--- src/rtl/lc3_pkg.sv ---
// Shared LC-3 fetch/decode definitions: fetch FSM state encoding, reset PC,
// instruction payload type and the opcode constants used by the decoder.
package lc3_pkg;

  localparam int unsigned XLEN = 16;
  localparam int unsigned ST_W = 2;
  localparam int unsigned OP_W = 4;

  localparam logic [ST_W-1:0] ST_IDLE  = 2'd0;
  localparam logic [ST_W-1:0] ST_REQ   = 2'd1;
  localparam logic [ST_W-1:0] ST_HOLD  = 2'd2;
  localparam logic [ST_W-1:0] ST_DRAIN = 2'd3;

  localparam logic [XLEN-1:0] RESET_PC_DEFAULT = 16'h3000;

  localparam logic [OP_W-1:0] OP_BR  = 4'b0000;
  localparam logic [OP_W-1:0] OP_ADD = 4'b0001;
  localparam logic [OP_W-1:0] OP_AND = 4'b0101;
  localparam logic [OP_W-1:0] OP_NOT = 4'b1001;

  // A fetched word together with the address it came from
  typedef struct packed {
    logic [XLEN-1:0] word;
    logic [XLEN-1:0] pc;
  } inst_t;

  function automatic logic [OP_W-1:0] opcode(input logic [XLEN-1:0] w);
    return w[XLEN-1 -: OP_W];
  endfunction

endpackage

--- src/rtl/lc3_fetch_if.sv ---
// Fetch unit bus bundle: instruction-memory read channel, decoder handoff
// channel and the PC redirect strobe.
interface lc3_fetch_if;
  import lc3_pkg::*;

  logic [XLEN-1:0] mem_addr;
  logic            mem_rd;
  logic            mem_rdy;
  logic [XLEN-1:0] mem_data;
  logic [XLEN-1:0] instruction;
  logic            inst_valid;
  logic            inst_accept;
  logic [XLEN-1:0] inst_pc;
  logic            pc_load;
  logic [XLEN-1:0] pc_in;

  modport master (
    output mem_addr, mem_rd, instruction, inst_valid, inst_pc,
    input  mem_rdy, mem_data, inst_accept, pc_load, pc_in
  );

  modport slave (
    input  mem_addr, mem_rd, instruction, inst_valid, inst_pc,
    output mem_rdy, mem_data, inst_accept, pc_load, pc_in
  );

endinterface

--- src/rtl/lc3_pc_reg.sv ---
// LC-3 program counter: redirect load has priority over the modulo-2^16 increment.
module lc3_pc_reg
  import lc3_pkg::*;
#(
  parameter logic [XLEN-1:0] RESET_PC = RESET_PC_DEFAULT
) (
  input  logic            clk,
  input  logic            reset,
  input  logic            load,
  input  logic            inc,
  input  logic [XLEN-1:0] load_val,
  output logic [XLEN-1:0] pc_q,
  output logic [XLEN-1:0] pc_next_c
);

  logic [XLEN-1:0] pc_d;

  always_comb begin
    pc_d = pc_q;
    if (load) begin
      pc_d = load_val;
    end else if (inc) begin
      pc_d = pc_q + XLEN'(1);
    end
  end

  assign pc_next_c = pc_d;

  always_ff @(posedge clk) begin
    if (reset) begin
      pc_q <= RESET_PC;
    end else begin
      pc_q <= pc_d;
    end
  end

endmodule

--- src/rtl/lc3_fetch.sv ---
// LC-3 instruction fetch FSM (IDLE/REQ/HOLD/DRAIN) with redirect handling.
// Define LC3_FETCH_PREFETCH_EN to add a one-entry prefetch buffer filled during HOLD.
module lc3_fetch
  import lc3_pkg::*;
#(
  parameter logic [XLEN-1:0] RESET_PC = RESET_PC_DEFAULT
) (
  input  logic        clk,
  input  logic        reset,
  lc3_fetch_if.master bus
);

  logic [ST_W-1:0] state_q, state_d;
  logic            mem_rd_q, mem_rd_d;
  logic [XLEN-1:0] mem_addr_q, mem_addr_d;
  inst_t           inst_q, inst_d;
  logic            inst_valid_q, inst_valid_d;
  logic            pc_ld_c, pc_inc_c;
  logic [XLEN-1:0] pc_q, pc_next_c;
`ifdef LC3_FETCH_PREFETCH_EN
  inst_t           buf_q, buf_d;
  logic            buf_vld_q, buf_vld_d;
  logic            fill_c;
`endif

  lc3_pc_reg #(.RESET_PC(RESET_PC)) u_pc_reg (
    .clk       (clk),
    .reset     (reset),
    .load      (pc_ld_c),
    .inc       (pc_inc_c),
    .load_val  (bus.pc_in),
    .pc_q      (pc_q),
    .pc_next_c (pc_next_c)
  );

  always_comb begin
    state_d      = state_q;
    inst_d       = inst_q;
    inst_valid_d = inst_valid_q;
    pc_ld_c      = 1'b0;
    pc_inc_c     = 1'b0;
`ifdef LC3_FETCH_PREFETCH_EN
    buf_d        = buf_q;
    buf_vld_d    = buf_vld_q;
    fill_c       = mem_rd_q && bus.mem_rdy;
`endif
    case (state_q)
      ST_IDLE: state_d = ST_REQ;
      ST_REQ: begin
        if (bus.pc_load) begin
          // Returned data (if any) belongs to the abandoned path
          pc_ld_c = 1'b1;
          state_d = bus.mem_rdy ? ST_REQ : ST_DRAIN;
        end else if (bus.mem_rdy) begin
          inst_d       = '{word: bus.mem_data, pc: pc_q};
          inst_valid_d = 1'b1;
          pc_inc_c     = 1'b1;
          state_d      = ST_HOLD;
        end
      end
      ST_HOLD: begin
`ifdef LC3_FETCH_PREFETCH_EN
        if (bus.pc_load) begin
          pc_ld_c      = 1'b1;
          inst_valid_d = 1'b0;
          buf_vld_d    = 1'b0;
          state_d      = (mem_rd_q && !bus.mem_rdy) ? ST_DRAIN : ST_REQ;
        end else if (bus.inst_accept) begin
          if (buf_vld_q) begin
            inst_d    = buf_q;
            buf_vld_d = 1'b0;
          end else if (fill_c) begin
            inst_d   = '{word: bus.mem_data, pc: pc_q};
            pc_inc_c = 1'b1;
          end else begin
            inst_valid_d = 1'b0;
            state_d      = ST_REQ;
          end
        end else if (fill_c) begin
          buf_d     = '{word: bus.mem_data, pc: pc_q};
          buf_vld_d = 1'b1;
          pc_inc_c  = 1'b1;
        end
`else
        if (bus.pc_load) begin
          pc_ld_c      = 1'b1;
          inst_valid_d = 1'b0;
          state_d      = ST_REQ;
        end else if (bus.inst_accept) begin
          inst_valid_d = 1'b0;
          state_d      = ST_REQ;
        end
`endif
      end
      ST_DRAIN: begin
        if (bus.pc_load) begin
          pc_ld_c = 1'b1;
        end
        if (bus.mem_rdy) begin
          state_d = ST_REQ;
        end
      end
      default: state_d = ST_IDLE;
    endcase

    mem_rd_d = (state_d == ST_REQ) || (state_d == ST_DRAIN);
`ifdef LC3_FETCH_PREFETCH_EN
    mem_rd_d = mem_rd_d || ((state_d == ST_HOLD) && !buf_vld_d);
`endif
    // The stale request keeps its address until memory answers it
    mem_addr_d = (state_d == ST_DRAIN) ? mem_addr_q : pc_next_c;
  end

  always_ff @(posedge clk) begin
    if (reset) begin
      state_q      <= ST_IDLE;
      mem_rd_q     <= 1'b0;
      mem_addr_q   <= RESET_PC;
      inst_q       <= '0;
      inst_valid_q <= 1'b0;
`ifdef LC3_FETCH_PREFETCH_EN
      buf_q        <= '0;
      buf_vld_q    <= 1'b0;
`endif
    end else begin
      state_q      <= state_d;
      mem_rd_q     <= mem_rd_d;
      mem_addr_q   <= mem_addr_d;
      inst_q       <= inst_d;
      inst_valid_q <= inst_valid_d;
`ifdef LC3_FETCH_PREFETCH_EN
      buf_q        <= buf_d;
      buf_vld_q    <= buf_vld_d;
`endif
    end
  end

  assign bus.mem_addr    = mem_addr_q;
  assign bus.mem_rd      = mem_rd_q;
  assign bus.instruction = inst_q.word;
  assign bus.inst_pc     = inst_q.pc;
  assign bus.inst_valid  = inst_valid_q;

endmodule

--- src/flat_wrapper.sv ---
// flat-port wrapper written by rule: the top's interface ports become plain ports
module lc3_fetch_flat import lc3_pkg::*;
#(
  parameter logic [XLEN-1:0] RESET_PC = RESET_PC_DEFAULT
)
  (clk, reset, bus_mem_addr, bus_mem_rd, bus_instruction, bus_inst_valid, bus_inst_pc, bus_mem_rdy, bus_mem_data, bus_inst_accept, bus_pc_load, bus_pc_in);
  lc3_fetch_if bus_i ();
  input  logic clk;
  input  logic reset;
  output wire logic [$bits(bus_i.mem_addr)-1:0] bus_mem_addr;
  output wire logic [$bits(bus_i.mem_rd)-1:0] bus_mem_rd;
  output wire logic [$bits(bus_i.instruction)-1:0] bus_instruction;
  output wire logic [$bits(bus_i.inst_valid)-1:0] bus_inst_valid;
  output wire logic [$bits(bus_i.inst_pc)-1:0] bus_inst_pc;
  input wire logic [$bits(bus_i.mem_rdy)-1:0] bus_mem_rdy;
  input wire logic [$bits(bus_i.mem_data)-1:0] bus_mem_data;
  input wire logic [$bits(bus_i.inst_accept)-1:0] bus_inst_accept;
  input wire logic [$bits(bus_i.pc_load)-1:0] bus_pc_load;
  input wire logic [$bits(bus_i.pc_in)-1:0] bus_pc_in;
  assign bus_mem_addr = bus_i.mem_addr;
  assign bus_mem_rd = bus_i.mem_rd;
  assign bus_instruction = bus_i.instruction;
  assign bus_inst_valid = bus_i.inst_valid;
  assign bus_inst_pc = bus_i.inst_pc;
  assign bus_i.mem_rdy = bus_mem_rdy;
  assign bus_i.mem_data = bus_mem_data;
  assign bus_i.inst_accept = bus_inst_accept;
  assign bus_i.pc_load = bus_pc_load;
  assign bus_i.pc_in = bus_pc_in;
  lc3_fetch #(.RESET_PC(RESET_PC)) u_core (.clk(clk), .reset(reset), .bus(bus_i));
endmodule
--- config.mk ---
export PLATFORM = sky130hd
export DESIGN_NAME = lc3_fetch_flat
export DESIGN_NICKNAME = d
export VERILOG_FILES = /design/src/rtl/lc3_pkg.sv /design/src/rtl/lc3_fetch_if.sv /design/src/rtl/lc3_pc_reg.sv /design/src/rtl/lc3_fetch.sv /design/src/flat_wrapper.sv
export SDC_FILE = /design/constraint.sdc
export NUM_CORES = 1
export LEC_CHECK = 0
export CAP_MARGIN = 15
export CORE_MARGIN = 10
export CORE_UTILIZATION = 35
export CTS_CLUSTER_SIZE = 14
export DETAILED_ROUTE_END_ITERATION = 6
export GPL_TIMING_DRIVEN = 0
export HOLD_SLACK_MARGIN = 0.02
export SLEW_MARGIN = 20
export SYNTH_ARGS = -nofsm -noshare
export SYNTH_HDL_FRONTEND = slang
export SYNTH_SLANG_ARGS = --single-unit
--- constraint.sdc ---
create_clock -name clk -period 1.83 [get_ports clk]
set_input_delay 0.183 -clock clk [delete_from_list [all_inputs] [get_ports clk]]
set_output_delay 0.183 -clock clk [all_outputs]
set_load 0.05 [all_outputs]
After elaboration in Yosys (flattened, before gate mapping)
Index checks and enable logic that the tools add are counted.
- output and inout bits: 50
- register bits after elaboration: 68
- logic and storage cells: 42
- add/subtract/negate cells: 1
- muxes and demuxes: 19
- reduce and logical (&&, ||, !) cells: 6
- equal/unequal tests: 8
- bitwise operators: 1
- operators by type and width (operator ; number):
    $mux W16 ; 2
    $add A16 B1 Y16 const B ; 1
    $mux W2 ; 6
    $mux W1 ; 9
    $pmux W2 S4 ; 1
    $eq A2 B2 Y1 const B ; 3
    $eq A2 B1 Y1 const B ; 2
    $ne A2 B2 Y1 const B ; 2
    $reduce_and A4 Y1 ; 1
    $ne A3 B3 Y1 const B ; 1
    $reduce_and A3 Y1 ; 1
    $reduce_or A3 Y1 ; 1
    $logic_not A2 Y1 ; 1
    $pmux W1 S2 ; 1
    $reduce_bool A2 Y1 ; 1
    $logic_or A1 B1 Y1 ; 1
    $not A1 Y1 ; 1

Longest topological paths before layout
- depth after elaboration: 5
- gate-level depth with buffers: 7

By module
From an unflattened synthesis, not the netlist that was laid out.
- cell total of the unflattened synthesis: 360
- area, all modules: 2942.8 sq um
- by module, submodules not included (module ; cells an instance ; instances ; area an instance (sq um) ; seq. area each (sq um)):
    lc3_fetch ; 235 ; 1 ; 1953.1 ; 1041.0
    lc3_pc_reg ; 125 ; 1 ; 989.7 ; 320.3

Least setup slack after synthesis
Ideal clock, no wire load.
- kind: flip-flop to flip-flop
- start point: register u_core.state_q[0]
- end point: register u_core.u_pc_reg.pc_q[12]
- setup slack: -0.146 ns
- data required time: 1.707 ns
- cell stages (with the launch flop): 7
- arrival time: 1.853 ns
- cell sequence: dfxtp_1 clkbuf_2 nand4bb_4 nor4_1 xnor2_1 a21oi_1 or2_2
- cells in the longest elaborated chain, start to end: 4
- elaborated cells between the ends (all ways): 8
- ends and longest elaborated chain (element ; line ; RTL):
    start, declared ; lc3_fetch.sv:13 ; logic [ST_W-1:0] state_q, state_d;
    start signal, assigned ; lc3_fetch.sv:126 ; state_q <= state_d;
    $eq A2 B1 Y1 or $eq A2 B2 Y1 (tied branches) ; lc3_fetch.sv:47 ; case (state_q)
    $reduce_or A3 Y1 (no line) or $mux W1 (tied branches) ; n/a ;
    $mux W1 or $mux W16 (tied branches) ; n/a ;
    $mux W16 (*) ; lc3_pc_reg.sv:20 ; if (load) begin
    end signal, assigned ; lc3_pc_reg.sv:33 ; pc_q <= pc_d;
    end, declared ; lc3_pc_reg.sv:12 ; output logic [XLEN-1:0] pc_q,
Every way passes the cells marked *; elsewhere a longest branch is shown, timed or not.
A chain may end at the register's enable or synchronous reset.

Worst setup path after layout
- start point: register u_core.state_q[0]
- end point: register u_core.mem_addr_q[3], in the netlist u_core.bus.mem_addr[3]
- cells in the longest elaborated chain, start to end: 4
- elaborated cells between the ends (all ways): 16
- ends and longest elaborated chain (element ; line ; RTL):
    $mux W2, or another cell as far along ; lc3_fetch.sv:89 ; end else if (bus.inst_accept) begin
    $mux W2, or another cell as far along ; lc3_fetch.sv:85 ; if (bus.pc_load) begin
    $pmux W2 S4, or another cell as far along ; lc3_fetch.sv:47 ;
    $eq A2 B2 Y1 or $mux W16 (tied branches) ; lc3_fetch.sv:111, lc3_pc_reg.sv:20 ;
    end signal, assigned ; lc3_fetch.sv:128 ; mem_addr_q <= mem_addr_d;
    end, declared ; lc3_fetch.sv:15 ; logic [XLEN-1:0] mem_addr_q, mem_addr_d;
Parallel ways exist; a longest one is shown, timed or not.

==> metrics.csv <==
metric;value;unit
coreArea;7810;sq um
critical_path_arrival;1.97;ns
synth_top_area_frac;0.472;
status;complete, no violations;
rr_worst_depth;6;
cap_viol_max_count;0;
dp_hpwl;6.56;mm
cts_buffers;9;
finalCriticalPeriod;1.75;ns
grt_usage;0.145;
drc;0;
min_path_cells;4;
synth_top_area_cell;dfxtp_1;
maxSlewHeadroom;0.628;
yosys_most_used_dff;dfxtp_1;
grt_pass1_wl;13.7;mm
grt_pass1_vias;2658;
holdWs;0.222;ns
layout-drive-gt1-share;0.104;
cts_buffer_depth;2;
antenna_found_initial;0;
timing.rr.end;u_core.bus.mem_addr[3]$_SDFFE_PP0P_;
fp-row-count;32;
p_leak;1.44;nW
place.gp.congestion;0.872;
vdd_drop_max;0.415;mV
cts_tree;done;
antennaDiodeCount;0;
yosysMostFrequentCell;nand2_1;
avgSynthCellArea;8.30;sq um
ys_seq_elements;67;
die_x;110;um
hp-class;input port to flop;
route.vias.total;2782;
rsz0062_at_grt;yes;
synth_nets;380;
max_freq;0.571;GHz
min_period_over_period;0.957;
ys_seq_area_frac;0.472;
final_area;4120;sq um
synth_common_cells;nand2_1 (76), dfxtp_1 (67), a21oi_1 (44), nor2_1 (26), nor3_1 (19);
insertion_delay;0.35;ns
viasPerCell;5.12;
clk_pin_slew;0.08;ns
syn_to_final_growth;45.0;%
crit_start;u_core.state_q[0]$_SDFF_PP0_;
crit_path_end_kind;flop;
ys_async_sr_fraction;0;
die_y;110;um
hold_buffers;0;
r2r_slack;0.08;ns
wirelength;8.80;mm
cp_max_fo;10;
synth.distinct_cells;49;
netlist_instances;342;
cts_resized;5;
tightest_slew;0.559;ns
drt_iter0_drc;164;
grt_max_degree;13;
setup_viol;0;
finClkSkew;0.0108;ns
cp-start-kind;flop;
dieArea;12100;sq um
nFillCells;780;
final_nets;475;
fin_util;0.527;
synth_edf_count;0;
clkSinkCount;67;
overflow;0;
first_pass_iters;4;
ios;87;
wire_per_inst;16.2;um
hold_viol;0;
h-tree-depth;3;
port_buffers;85;
yosysWarnings;0;
p_per_area;920;nW/um^2
cts_root_buf;clkbuf_8;
synthTopCellsByArea;dfxtp_1 (47%), nand2_1 (10%), a21oi_1 (7.8%);
crit-reg2reg-launch;u_core.state_q[0]$_SDFF_PP0_;
crit_required;2.04;ns
placed_cell_area;3820;sq um
maxSlewViolCount;0;
ant_nets;0;
start_util;0.364;
fin_setup_tns;0;ns
syn-cell-area;2840;sq um
crit_type;flop to flop;
crit_end;u_core.bus.mem_addr[3]$_SDFFE_PP0P_;
cts_setup_buffers;0;
cell type report:
cell class	count	area, sq um	share of cell area
Tap cell	102	128	0.0310
Timing Repair Buffer	85	851	0.207
Sequential cell	67	1340	0.326
Multi-Input combinational cell	248	1430	0.346
Clock inverter	6	114	0.0277
Buffer	22	118	0.0286
Clock buffer	9	124	0.0301
Inverter	4	15.0	0.00365
worst min-delay path by stage:
stage                                      startpoint                                     end  slack (ns)
2_1_floorplan                                   reset      u_core.u_pc_reg.pc_q[0]$_SDFF_PP0_        0.27
3_3_place_gp   u_core.bus.instruction[0]$_SDFFE_PP0P_  u_core.bus.instruction[0]$_SDFFE_PP0P_        0.44
3_5_place_dp       u_core.bus.inst_pc[8]$_SDFFE_PP0P_      u_core.bus.inst_pc[8]$_SDFFE_PP0P_        0.45
4_1_cts                                   bus_pc_load            u_core.state_q[0]$_SDFF_PP0_        0.21
5_1_grt                                   bus_pc_load            u_core.state_q[0]$_SDFF_PP0_        0.22
6_report                                  bus_pc_load            u_core.state_q[1]$_SDFF_PP0_        0.22
worst max-delay path, stage by stage, from the launching register on:
cell and delay, ns:
dfxtp_2 0.33, clkbuf_4 0.20, o21a_1 0.29, buf_2 0.32
nand2_1 0.22, o22ai_1 0.19, a211oi_1 0.07
sequential cells by signal, summed over array words and instances (netlist names):
name and flops:
u_core.bus.mem_addr 16, u_core.state_q 2, u_core.bus.instruction 16, u_core.bus.inst_pc 16, u_core.bus.inst_valid 1, u_core.u_pc_reg.pc_q 16
placed cells by master, fill, tap and decap left out, drive strengths merged, types with 2 or more instances in the layout:
cell type	instances
xnor2	3
o21a	2
a21oi	44
a22oi	4
xor2	5
o22a	2
nor3	19
buf	7
o22ai	6
clkinvlp	2
bufinv	3
nand2	76
clkbuf	24
a211oi	6
dfxtp	67
nor3b	4
nand4	5
nor2	26
inv	5
and4	3
nor4	8
o21ai	8
nand3	7
clkdlybuf4s50	85
where the power goes:
part           switching (mW)  total (mW)  internal, mW
Combinational           0.411       0.679         0.268
Clock                   0.581        1.48         0.902
Sequential             0.0826        1.63          1.54
Total                    1.07        3.79          2.71
routing by layer:
| metal | track usage | vias up | wire [um] |
|---|---|---|---|
| met3 | 0.0435 | 9 | 752 |
| met5 | 0 | - | 0 |
| met2 | 0.223 | 90 | 4040 |
| met1 | 0.181 | 1288 | 3880 |
| li1 | - | 1395 | - |
| met4 | 0.0678 | 0 | 130 |
stage by stage:
stage / power, mW / worst slack (ns) / cells
floorplan: 2.05 / 0.0292 / 342
global placement: 2.32 / -0.230 / 529
detailed placement: 2.33 / -0.262 / 529
CTS: 3.82 / 0.00298 / 544
global route: 3.95 / -0.0247 / 543
finish: 3.79 / 0.0779 / 543
cells by family after synthesis:
group	synth area share
mux	0.00397
compound gates	0.171
fa+ha+maj	0.00441
xor+xnor	0.0247
buf+inv	0.0445
simple gates	0.279
flops	0.472
Power figures use the tool's default switching activity.
